## src/rtl/irrigation_countdown.sv

```systemverilog
// Down-counting BCD MM:SS irrigation zone timer with valve enable and done pulse.
// Loaded with a duration, decrements on each 1 Hz tick while running.
module irrigation_countdown #(
  parameter int unsigned MIN_TENS_MAX = 5,
  parameter bit          AUTO_RELOAD  = 1'b0
) (
  input  logic       clk,
  input  logic       clear_n,
  input  logic       tick,
  input  logic       load,
  input  logic [3:0] load_mt,
  input  logic [3:0] load_mu,
  input  logic [3:0] load_st,
  input  logic [3:0] load_su,
  input  logic       start,
  input  logic       pause,
  input  logic       abort,
  output logic [3:0] mt,
  output logic [3:0] mu,
  output logic [3:0] st,
  output logic [3:0] su,
  output logic       running,
  output logic       valve_on,
  output logic       done
);

  typedef enum logic [1:0] {S_IDLE, S_RUN, S_PAUSED, S_DONE} state_t;

  state_t      r_state;
  logic [15:0] r_cnt;
  logic [15:0] r_shadow;
  logic        r_running;
  logic        r_valve_on;
  logic        r_done;

  logic [15:0] w_load_val;
  logic [15:0] w_dec;
  logic        w_cnt_zero;
  logic        w_last;
  logic        w_shadow_zero;

  always_comb begin
    w_load_val[15:12] = (load_mt > 4'(MIN_TENS_MAX)) ? 4'(MIN_TENS_MAX) : load_mt;
    w_load_val[11:8]  = (load_mu > 4'd9) ? 4'd9 : load_mu;
    w_load_val[7:4]   = (load_st > 4'd5) ? 4'd5 : load_st;
    w_load_val[3:0]   = (load_su > 4'd9) ? 4'd9 : load_su;
  end

  // Borrow chain: su(mod 10) -> st(mod 6) -> mu(mod 10) -> mt.
  always_comb begin
    w_dec = r_cnt;
    if (r_cnt[3:0] != 4'd0) begin
      w_dec[3:0] = r_cnt[3:0] - 4'd1;
    end else begin
      w_dec[3:0] = 4'd9;
      if (r_cnt[7:4] != 4'd0) begin
        w_dec[7:4] = r_cnt[7:4] - 4'd1;
      end else begin
        w_dec[7:4] = 4'd5;
        if (r_cnt[11:8] != 4'd0) begin
          w_dec[11:8] = r_cnt[11:8] - 4'd1;
        end else begin
          w_dec[11:8]  = 4'd9;
          w_dec[15:12] = r_cnt[15:12] - 4'd1;
        end
      end
    end
  end

  assign w_cnt_zero    = (r_cnt == '0);
  assign w_last        = (r_cnt == 16'h0001);
  assign w_shadow_zero = (r_shadow == '0);

  always_ff @(posedge clk) begin
    if (!clear_n) begin
      r_state    <= S_IDLE;
      r_cnt      <= '0;
      r_shadow   <= '0;
      r_running  <= 1'b0;
      r_valve_on <= 1'b0;
      r_done     <= 1'b0;
    end else begin
      r_done <= 1'b0;
      if (abort) begin
        r_state    <= S_IDLE;
        r_cnt      <= '0;
        r_running  <= 1'b0;
        r_valve_on <= 1'b0;
      end else begin
        case (r_state)
          S_IDLE, S_PAUSED: begin
            if (pause) begin
              r_state <= r_state;
            end else if (start) begin
              if (!w_cnt_zero) begin
                r_state    <= S_RUN;
                r_running  <= 1'b1;
                r_valve_on <= 1'b1;
              end
            end else if (load) begin
              r_cnt    <= w_load_val;
              r_shadow <= w_load_val;
            end
          end
          S_RUN: begin
            // A tick arriving with pause is dropped, not deferred.
            if (pause) begin
              r_state    <= S_PAUSED;
              r_running  <= 1'b0;
              r_valve_on <= 1'b0;
            end else if (tick && !w_cnt_zero) begin
              r_cnt <= w_dec;
              if (w_last) begin
                r_state    <= S_DONE;
                r_done     <= 1'b1;
                r_running  <= 1'b0;
                r_valve_on <= 1'b0;
              end
            end
          end
          S_DONE: begin
            if (AUTO_RELOAD) begin
              if (!w_shadow_zero) begin
                r_cnt      <= r_shadow;
                r_state    <= S_RUN;
                r_running  <= 1'b1;
                r_valve_on <= 1'b1;
              end
            end else if (pause) begin
              r_state <= S_DONE;
            end else if (start) begin
              if (!w_shadow_zero) begin
                r_cnt      <= r_shadow;
                r_state    <= S_RUN;
                r_running  <= 1'b1;
                r_valve_on <= 1'b1;
              end
            end else if (load) begin
              r_cnt    <= w_load_val;
              r_shadow <= w_load_val;
              r_state  <= S_IDLE;
            end
          end
          default: r_state <= S_IDLE;
        endcase
      end
    end
  end

  assign mt       = r_cnt[15:12];
  assign mu       = r_cnt[11:8];
  assign st       = r_cnt[7:4];
  assign su       = r_cnt[3:0];
  assign running  = r_running;
  assign valve_on = r_valve_on;
  assign done     = r_done;

endmodule

```

## config.mk

```make
export PLATFORM = sky130hd
export DESIGN_NAME = irrigation_countdown
export DESIGN_NICKNAME = d
export VERILOG_FILES = /design/src/rtl/irrigation_countdown.sv
export SDC_FILE = /design/constraint.sdc
export NUM_CORES = 1
export LEC_CHECK = 0
export ABC_AREA = 1
export CAP_MARGIN = 5
export CORE_ASPECT_RATIO = 1.2
export CORE_UTILIZATION = 53
export CTS_CLUSTER_DIAMETER = 100
export DETAILED_ROUTE_END_ITERATION = 8
export GPL_TIMING_DRIVEN = 0
export PLACE_DENSITY = 0.8
export SYNTH_ARGS = -nofsm -noshare
export SYNTH_HDL_FRONTEND = slang
export SYNTH_SLANG_ARGS = --single-unit
```

## constraint.sdc

```tcl
create_clock -name clk -period 2 [get_ports clk]
set_clock_uncertainty 0.05 [all_clocks]
set_input_delay 0.2 -clock clk [delete_from_list [all_inputs] [get_ports clk]]
set_output_delay 0.2 -clock clk [all_outputs]
set_load 0.05 [all_outputs]
```

==> results.yml, run 1 <==
synth:
  yosys.cell_count.top_type: "nand2_1"
  synthAdderAreaFrac_pct: 3.21
  synth_compound_area_share_pct: 23.3
  synth_simple_gate_area_share_pct: 30.6
  synth_top_family_by_area: "simple AND/OR/NAND/NOR gates"
  synth_edf_count: 0
  yosys_warnings: 0
  ys_types: 28
  synth_top_area_cell: "dfxtp_1"
  synth_mux_area_share_pct: 0
  ys_seq_area_share_pct: 30.8
  syn-num-nets: 409
  synth_ff_type: "dfxtp_1"
  async_flop_share_pct: 0
  syn_area_um2: 2340
  synth_seq_cells: 36
  yosys-top-cells-area: "dfxtp_1, nand2_1, a21oi_1"
  yosys-top-cells-count: "nand2_1, a21oi_1, inv_1, nor2_1, dfxtp_1"
  syn_inst: 380
  yosys.area.top_type_share_pct: 30.8
  synth.avg_cell_area_um2: 6.16
  synth_xor_area_share_pct: 1.12
global_route:
  grt_pass1_vias: 2272
  antenna_found_initial: 0
  grt_pass1_wl_um: 10300
  grtUsageTotal_pct: 28.0
  overflow: 0
  grt_max_degree: 12
final_layout:
  antenna_cells: 0
  fillerInstances: 380
  design_area_um2: 2970
  fin_nets: 456
  ff_latch_area_um2: 728
  drive_gt1_share_pct: 9.35
  final_util_pct: 69.8
  stdcell_count: 484
  syn2layout_area_growth_pct: 27.0
  multi_input_area_um2: 1390
cts:
  clk_latency_ns: 0.29
  clk_pin_slew_worst_paths_ns: 0.08
  cts_tree: "done"
  cts_sinks: 36
  cts_made_buffers: 5
  hold_buffers: 0
  cts_buffer_depth: 2
  root_buffer: "clkbuf_8"
  htreeDepth: 2
detailed_routing:
  routed-via-count: 2664
  drc: 0
  ant_nets: 0
  wl_um: 6520
  drtIter0Drc: 246
  viasPerCell: 5.50
  firstDrtPassIters: 4
  post_drt_wl_per_cell_um: 13.5
pwr:
  p_per_area_nw_per_um2: 679
  vdd_drop_max_mv: 0.545
  p_leak_uw: 0.00127
worst_setup_path:
  worstSetupEndpointType: "flip-flop"
  cp-start-kind: "flip-flop"
  reg2reg_from: "r_cnt[8]"
  startpoint: "r_cnt[8]"
  crit_fanout: 10
  worst-setup-path-type: "flip-flop to flip-flop"
  required_ns: 2.13
  cp.arrival_ns: 2.04
outcome:
  status: "complete, no violations"
die:
  ioPinCount: 42
  start_util_pct: 54.9
  dieArea_um2: 4690
  design.core.area_um2: 4260
  die_width_um: 62.7
  rows: 26
  chipHeight_um: 74.8
placed_design:
  gp_congestion: 0.975
  portBuffers: 40
  postPlaceCellArea_um2: 2820
  dp.final_hpwl_um: 5000
  placed_cells: 476
timing:
  slew_violations: 0
  finalCritPeriodShare_pct: 95.3
  finalHoldViolCount: 0
  max_slew_margin_pct: 56.3
  max_slew.worst_pin.slew_ns: 0.654
  setup_viol: 0
  fin_crit_ns: 1.91
  clock.fmax_mhz: 524
min_path:
  hp-start: "load_mt[0]"
  hp-class: "primary input to flip-flop"
flow_run:
  drv_cap: 0
==> what timing repair did <==
action | CTS | global route
endpoints found under the setup margin | 0 | 14
endpoints found under the hold margin | 0 | 0
buffers inserted | 0 | 0
gates resized for setup | 0 | 6
==> cell families after synthesis <==
logic type / count (synthesis)
xor gates and xnor gates: 3
adders and majority gates: 6
AOI/OAI and AO/OA: 104
and+or+nand+nor: 167
buffers and inverters: 64
DFF: 36
==> power by group <==
part | leakage [µW] | switching (µW) | internal [µW]
Sequential | 0.000295 | 27.5 | 746
Combinational | 0.000915 | 336 | 196
Clock | 0.0000645 | 274 | 440
==> final timing paths <==
check                                     to  slack (ns)  cells after the start
worst max register to register     r_cnt[12]        0.09                     12
worst max-delay path               r_cnt[12]        0.09                     12
worst min register to register  r_shadow[15]        0.43                      2
worst min-delay path            r_shadow[12]        0.43                      3
==> final cells by class <==
cell class	count	area share, %
multi-input combinational	280	46.8
sequential	36	24.5
timing repair buffer	40	13.5
inverter	54	6.82
clock buffer	7	3.24
tap	56	2.36
buffer	10	1.81
clock inverter	1	1.01
==> state kept, by name, summed over array words and instances, names as in the netlist <==
name	cells
r_cnt	16
r_shadow	16
r_state	2
done	1
valve_on	1
==> worst max-delay path: stages, from the launching register on <==
cell     delay [ns]
dfxtp_2        0.34
inv_1          0.11
ha_2           0.23
nand3_2        0.15
nor2_4         0.17
nand2_1        0.08
nand2_2        0.10
nand2_2        0.08
nand2_1        0.11
nor2_4         0.06
buf_6          0.14
a21oi_1        0.12
nor2_1         0.06
==> routing by layer <==
| layer | wire (µm) | track usage (%) | vias up |
|---|---|---|---|
| li1 | - | - | 1339 |
| met2 | 3190 | 51.9 | 108 |
| met3 | 372 | 3.33 | 15 |
| met5 | 0 | 0 | - |
| met4 | 160 | 11.6 | 0 |
| met1 | 2800 | 33.1 | 1202 |
==> through the flow <==
stage | total power (µW) | TNS (ns) | worst slack, ns | hold slack [ns]
floorplan | 1140 | 0 | 0.00868 | 0.288
global placement | 1300 | -1.16 | -0.154 | 0.403
detailed placement | 1300 | -1.06 | -0.169 | 0.408
CTS | 2010 | 0 | 0.0940 | 0.422
global route | 2110 | -0.134 | -0.0288 | 0.432
finish | 2020 | 0 | 0.0932 | 0.428
==> layout by cell type (no fill, tap or decap), types with 5 or more instances in the layout <==
cell type        count
a21oi_1             50
clkbuf_8             7
clkdlybuf4s50_1     40
dfxtp_1             30
dfxtp_2              6
ha_1                 5
inv_1               49
inv_2                5
nand2_1             72
nand3_1             27
nor2_1              47
o21ai_0             35
o21ai_1              5
o22ai_1              5
(Power assumes the default switching activity.)
==> run 2, diff against run 1 <==
--- a/config.mk
+++ b/config.mk
@@ -7,7 +7,7 @@
 export LEC_CHECK = 0
 export ABC_AREA = 1
 export CAP_MARGIN = 5
-export CORE_ASPECT_RATIO = 1.2
+export CORE_ASPECT_RATIO = 0.6
 export CORE_UTILIZATION = 53
 export CTS_CLUSTER_DIAMETER = 100
 export DETAILED_ROUTE_END_ITERATION = 8
==> run 2 against run 1 <==
Effect of this change:
- utilization increased by 3.0 points
- final area increased by 2.0%
- worst hold slack got worse by 0.0039 ns
- power increased by 12%
- maximum frequency decreased by 1.5%
- clock-buffer cell count decreased by 2
- first-iteration DRC count increased by 33%
- non-clock buffer count unchanged
- global-route usage increased by 4.7 points
- combinational power increased by 4.5%
- via count increased by 4.2%
- worst setup slack got worse by 0.029 ns
- largest power group is now clock
- highest routed layer unchanged
==> results.yml, run 2 (same netlist as run 1, synthesis figures left out) <==
worst_setup_path:
  worst-setup-path-type: "flip-flop to flip-flop"
  startpoint: "r_cnt[8]"
  reg2reg_slack_ns: 0.06
  cp-endpoint: "r_cnt[15]"
  cp.depth: 12
  required_ns: 2.15
  cpMaxStageDelayCell: "dfxtp_2"
  worstSetupEndpointType: "flip-flop"
  path_delay_family: "simple AND/OR/NAND/NOR gates"
  cp-start-kind: "flip-flop"
  crit_fanout: 10
  max_stage_delay_ns: 0.33
  reg2reg_from: "r_cnt[8]"
  r2r_end: "r_cnt[15]"
  cp.arrival_ns: 2.09
  worst-path-buf-inv: 2
  r2r_cells: 12
  crit_chain: "inv_1, ha_2, nand3_2, nor2_4, nand2_1, nand2_2, nand2_2, nand2_1, nor2_4, buf_6, a21oi_1, nor2_1"
timing:
  slew_violations: 0
  finalCritPeriodShare_pct: 96.8
  clock.fmax_mhz: 517
  fin_crit_ns: 1.94
  finalHoldViolCount: 0
  hold_slack_ns: 0.424
  tns_ns: 0
  max_slew_margin_pct: 57.8
  max_slew.worst_pin.slew_ns: 0.630
  setup_viol: 0
die:
  start_util_pct: 56.2
  design.core.area_um2: 4170
  die_width_um: 87.8
  rows: 18
  ioPinCount: 42
  chipHeight_um: 53.5
  dieArea_um2: 4700
final_layout:
  fillerInstances: 367
  syn2layout_area_growth_pct: 29.6
  mostFrequentLayoutCell: "nand2_1"
  multi_input_area_um2: 1410
  top_regs: "r_cnt x16, r_shadow x16, r_state x2"
  stdcell_count: 488
  antenna_cells: 0
  ff_latch_area_um2: 728
  mostFrequentLayoutCells: "nand2_1, a21oi_1, inv_1, nor2_1, clkdlybuf4s50_1"
  final_util_pct: 72.8
  fin_nets: 456
  drive_gt1_share_pct: 10.0
cts:
  cts_sinks: 36
  cts_setup_buffers: 0
  cts_buffer_depth: 2
  cts_tree: "done"
  clk_pin_slew_worst_paths_ns: 0.08
  root_buffer: "clkbuf_8"
  cts_made_buffers: 5
  clk_latency_ns: 0.31
  htreeDepth: 2
detailed_routing:
  viasPerCell: 5.69
  post_drt_wl_per_cell_um: 15.0
  drc: 0
  routed-via-count: 2775
  firstDrtPassIters: 5
  wl_um: 7340
  ant_nets: 0
  drtIter0Drc: 327
pwr:
  pwr-share-comb_pct: 24.6
  vdd_drop_max_mv: 0.527
  seqPwrFrac_pct: 34.2
  p_per_area_nw_per_um2: 746
  p_sw_uw: 692
  swShare_pct: 30.6
  p_clk_share_pct: 41.2
  intPower_uw: 1570
  p_leak_uw: 0.00129
  total_power_uw: 2260
placed_design:
  gp_congestion: 0.914
  portBuffers: 40
  dp.final_hpwl_um: 5320
  placed_cells: 480
global_route:
  grt_pass1_wl_um: 11300
  grt_max_degree: 13
  antenna_found_initial: 0
  grt_pass1_vias: 2337
  overflow: 0
  grtUsageTotal_pct: 32.7
flow_run:
  drv_cap: 0
outcome:
  status: "complete, no violations"
min_path:
  hp-class: "primary input to flip-flop"
[run 2: changes by cell type in the layout (fill, tap and decap cells not counted), sizes merged]
cell    delta
bufinv     +2
clkbuf     -2
[run 2: metal layers]
| metal | up-vias | share of wire, % | track usage [%] | routed length (µm) |
|---|---|---|---|---|
| met5 | - | 0 | 0 | 0 |
| met3 | 21 | 13 | 6.08 | 973 |
| met4 | 0 | 1.8 | 13.1 | 134 |
| met2 | 192 | 42 | 47.2 | 3080 |
| met1 | 1219 | 43 | 47.4 | 3150 |
| li1 | 1343 | - | - | - |
[run 2: final cells by class]
cell class | count | share of cell area, %
tap | 60 | 2.48
clock buffer | 5 | 2.27
multi-input combinational | 280 | 46.6
timing repair buffer | 40 | 13.2
clock inverter | 3 | 2.97
inverter | 54 | 6.68
buffer | 10 | 1.77
sequential | 36 | 24.0
[run 2: worst min-delay path by stage]
stage | cells after the start | from | endpoint
6_report | 3 | load_mt[0] | r_shadow[12]
5_1_grt | 3 | load_mt[0] | r_shadow[12]
3_3_place_gp | 2 | r_shadow[0] | r_shadow[0]
4_1_cts | 2 | r_shadow[0] | r_shadow[0]
3_5_place_dp | 2 | r_shadow[0] | r_shadow[0]
2_1_floorplan | 2 | clear_n | r_shadow[12]
[run 2: worst register-to-register path, stage by stage (launching register included)]
cell     delay [ns]
dfxtp_2        0.33
inv_1          0.11
ha_2           0.22
nand3_2        0.15
nor2_4         0.17
nand2_1        0.08
nand2_2        0.10
nand2_2        0.07
nand2_1        0.12
nor2_4         0.07
buf_6          0.15
a21oi_1        0.13
nor2_1         0.06
[run 2: repair_timing]
action	in CTS	in global routing
hold buffers	0	0
endpoints found under the hold margin	0	0
setup endpoints to repair	0	15
resized for setup	0	12
[run 2: stage by stage]
stage / setup slack [ns] / cell area [µm²]
final: 0.0642 / 3030
after global routing: -0.0295 / 3030
after CTS: 0.0750 / 2980
after detailed placement: -0.142 / 2820
after global placement: -0.135 / 2820
after floorplan: 0.00868 / 2350
[run 2: power by group through the flow]
stage | clock network (µW) | logic, µW | registers [µW]
2_1_floorplan | 0 | 296 | 840
3_3_place_gp | 0 | 510 | 788
3_5_place_dp | 0 | 517 | 789
4_1_cts | 925 | 522 | 773
5_1_grt | 963 | 607 | 778
6_report | 932 | 556 | 774
==> run 3, diff against run 2 <==
--- a/config.mk
+++ b/config.mk
@@ -8,6 +8,7 @@
 export ABC_AREA = 1
 export CAP_MARGIN = 5
 export CORE_ASPECT_RATIO = 0.6
+export CORE_MARGIN = 8
 export CORE_UTILIZATION = 53
 export CTS_CLUSTER_DIAMETER = 100
 export DETAILED_ROUTE_END_ITERATION = 8
@@ -16,3 +17,4 @@
 export SYNTH_ARGS = -nofsm -noshare
 export SYNTH_HDL_FRONTEND = slang
 export SYNTH_SLANG_ARGS = --single-unit
+export TNS_END_PERCENT = 20
==> run 3 against run 2 <==
Effect of this change:
- final cell count fell by 0.20%
- worst setup slack improved by 0.050 ns
- clock power fell by 38%
- sequential share of layout area rose by 0.57 points
- wire length fell by 2.2%
- die area rose by 46%
- first-iteration DRC count fell by 8.9%
- sequential power barely moved
- final area fell by 2.3%
- power fell by 16%
- non-clock buffer count did not move
- register-to-register slack improved by 0.05 ns
- critical endpoint is now r_cnt[14]
- largest power group is now registers
==> results.yml, run 3 (same netlist as run 1, synthesis figures left out) <==
outcome:
  status: "complete, no violations"
worst_setup_path:
  worst-path-buf-inv: 2
  worst-setup-path-type: "flip-flop to flip-flop"
  required_ns: 2.14
  worstSetupEndpointType: "flip-flop"
  cpMaxStageDelayCell: "dfxtp_2"
  cp-start-kind: "flip-flop"
  max_stage_delay_ns: 0.37
  path_delay_family: "simple AND/OR/NAND/NOR gates"
  crit_chain: "inv_1, ha_1, nand2_2, nor2_2, nand2_1, nand2_2, nand2_2, nand2_1, nor2_4, buf_6, nand3_1, nand2_1, nor2_1"
  cp.arrival_ns: 2.02
  crit_fanout: 10
placed_design:
  placed_cells: 480
  dp.final_hpwl_um: 5450
  portBuffers: 40
  gp_congestion: 0.931
  postPlaceCellArea_um2: 2820
global_route:
  grt_pass1_wl_um: 11500
  grtUsageTotal_pct: 20.8
  grt_max_degree: 11
  antenna_found_initial: 0
  overflow: 0
  grt_pass1_vias: 2423
pwr:
  p_per_area_nw_per_um2: 642
  vdd_drop_max_mv: 0.486
  p_leak_uw: 0.00126
final_layout:
  mostFrequentLayoutCell: "nand2_1"
  antenna_cells: 0
  ff_latch_area_um2: 728
  fin_nets: 456
  design_area_um2: 2960
  multi_input_area_um2: 1410
  fillerInstances: 363
  top_regs: "r_cnt x16, r_shadow x16, r_state x2"
  stdcell_count: 487
  mostFrequentLayoutCells: "nand2_1, a21oi_1, inv_1, nor2_1, clkdlybuf4s50_1"
  drive_gt1_share_pct: 9.60
  syn2layout_area_growth_pct: 26.6
cts:
  htreeDepth: 2
  root_buffer: "clkbuf_8"
  cts_tree: "done"
  cts_sinks: 36
  hold_buffers: 0
  clk_latency_ns: 0.29
  cts_made_buffers: 5
  clk_pin_slew_worst_paths_ns: 0.08
  cts_buffer_depth: 2
timing:
  slew_violations: 0
  max_slew_margin_pct: 59.0
  clock.fmax_mhz: 530
  fin_crit_ns: 1.89
  setup_viol: 0
  max_slew.worst_pin.slew_ns: 0.613
  tns_ns: 0
  hold_slack_ns: 0.427
  finalHoldViolCount: 0
  finalCritPeriodShare_pct: 94.3
detailed_routing:
  drtIter0Drc: 298
  firstDrtPassIters: 4
  wl_um: 7180
  dr_wl_met3_um: 796
  ant_nets: 0
  post_drt_wl_per_cell_um: 14.7
  wl_met2_um: 2870
  drc: 0
  wl_met1_um: 3440
  viasPerCell: 5.52
  routed-via-count: 2687
  topRoutingLayerUsed: "met4"
min_path:
  hp-class: "flip-flop to flip-flop"
die:
  ioPinCount: 42
  design.core.area_um2: 4170
  start_util_pct: 56.2
  chipHeight_um: 67.5
  dieArea_um2: 6870
  rows: 18
  die_width_um: 102
flow_run:
  drv_cap: 0
==> run 3: cell count changes in the layout (fill, tap and decap cells not counted) <==
cell | before | now
bufinv_16 | 3 | 0
clkbuf_8 | 5 | 7
ha_1 | 4 | 5
ha_2 | 2 | 1
nor2_2 | 1 | 2
nor2_4 | 4 | 3
==> run 3: stage by stage <==
step                setup slack (ns)  power (µW)  util (%)
global placement              -0.119        1300      67.8
finish                         0.114        1900      71.1
floorplan                    0.00868        1140         -
detailed placement            -0.135        1310      67.8
global route                -0.00504        1980      71.1
CTS                           0.0541        1860      70.1
==> run 3: power by group <==
part	internal, µW	switching [µW]
Clock	307	269
Combinational	200	351
Sequential	746	28.2
==> run 3: repair_timing <==
item / 4_1_cts / 5_1_grt
hold endpoints to repair: 0 / 0
endpoints found under the setup margin: 0 / 16
buffers inserted: 0 / 0
resized for setup: 0 / 10
==> run 3: area by class of cell <==
| type | count | area share, % |
|---|---|---|
| multi-input cells | 280 | 47.5 |
| flip-flops and latches | 36 | 24.6 |
| repair buffers | 40 | 13.5 |
| inverters | 54 | 6.84 |
| clock buffers | 7 | 3.25 |
| well taps | 60 | 2.53 |
| plain buffers | 10 | 1.82 |
==> run 3: worst reg2reg max path, stage by stage, from the launching register on <==
cell	delay [ns]
dfxtp_2	0.37
inv_1	0.08
ha_1	0.26
nand2_2	0.12
nor2_2	0.05
nand2_1	0.07
nand2_2	0.08
nand2_2	0.08
nand2_1	0.09
nor2_4	0.15
buf_6	0.17
nand3_1	0.09
nand2_1	0.10
nor2_1	0.04
==> run 3: per-layer routing <==
layer | up-vias | track usage [%]
li1 | 1340 | -
met1 | 1169 | 30.8
met2 | 166 | 29.6
met3 | 12 | 4.82
met4 | 0 | 4.05
met5 | - | 0
==> run 3: worst paths after layout <==
check / startpoint / to / slack, ns / cells past startpoint
setup / recovery: r_cnt[0] / r_cnt[14] / 0.11 / 13
hold / removal: r_shadow[0] / r_shadow[0] / 0.43 / 2
setup reg to reg: r_cnt[0] / r_cnt[14] / 0.11 / 13
hold reg to reg: r_shadow[0] / r_shadow[0] / 0.43 / 2
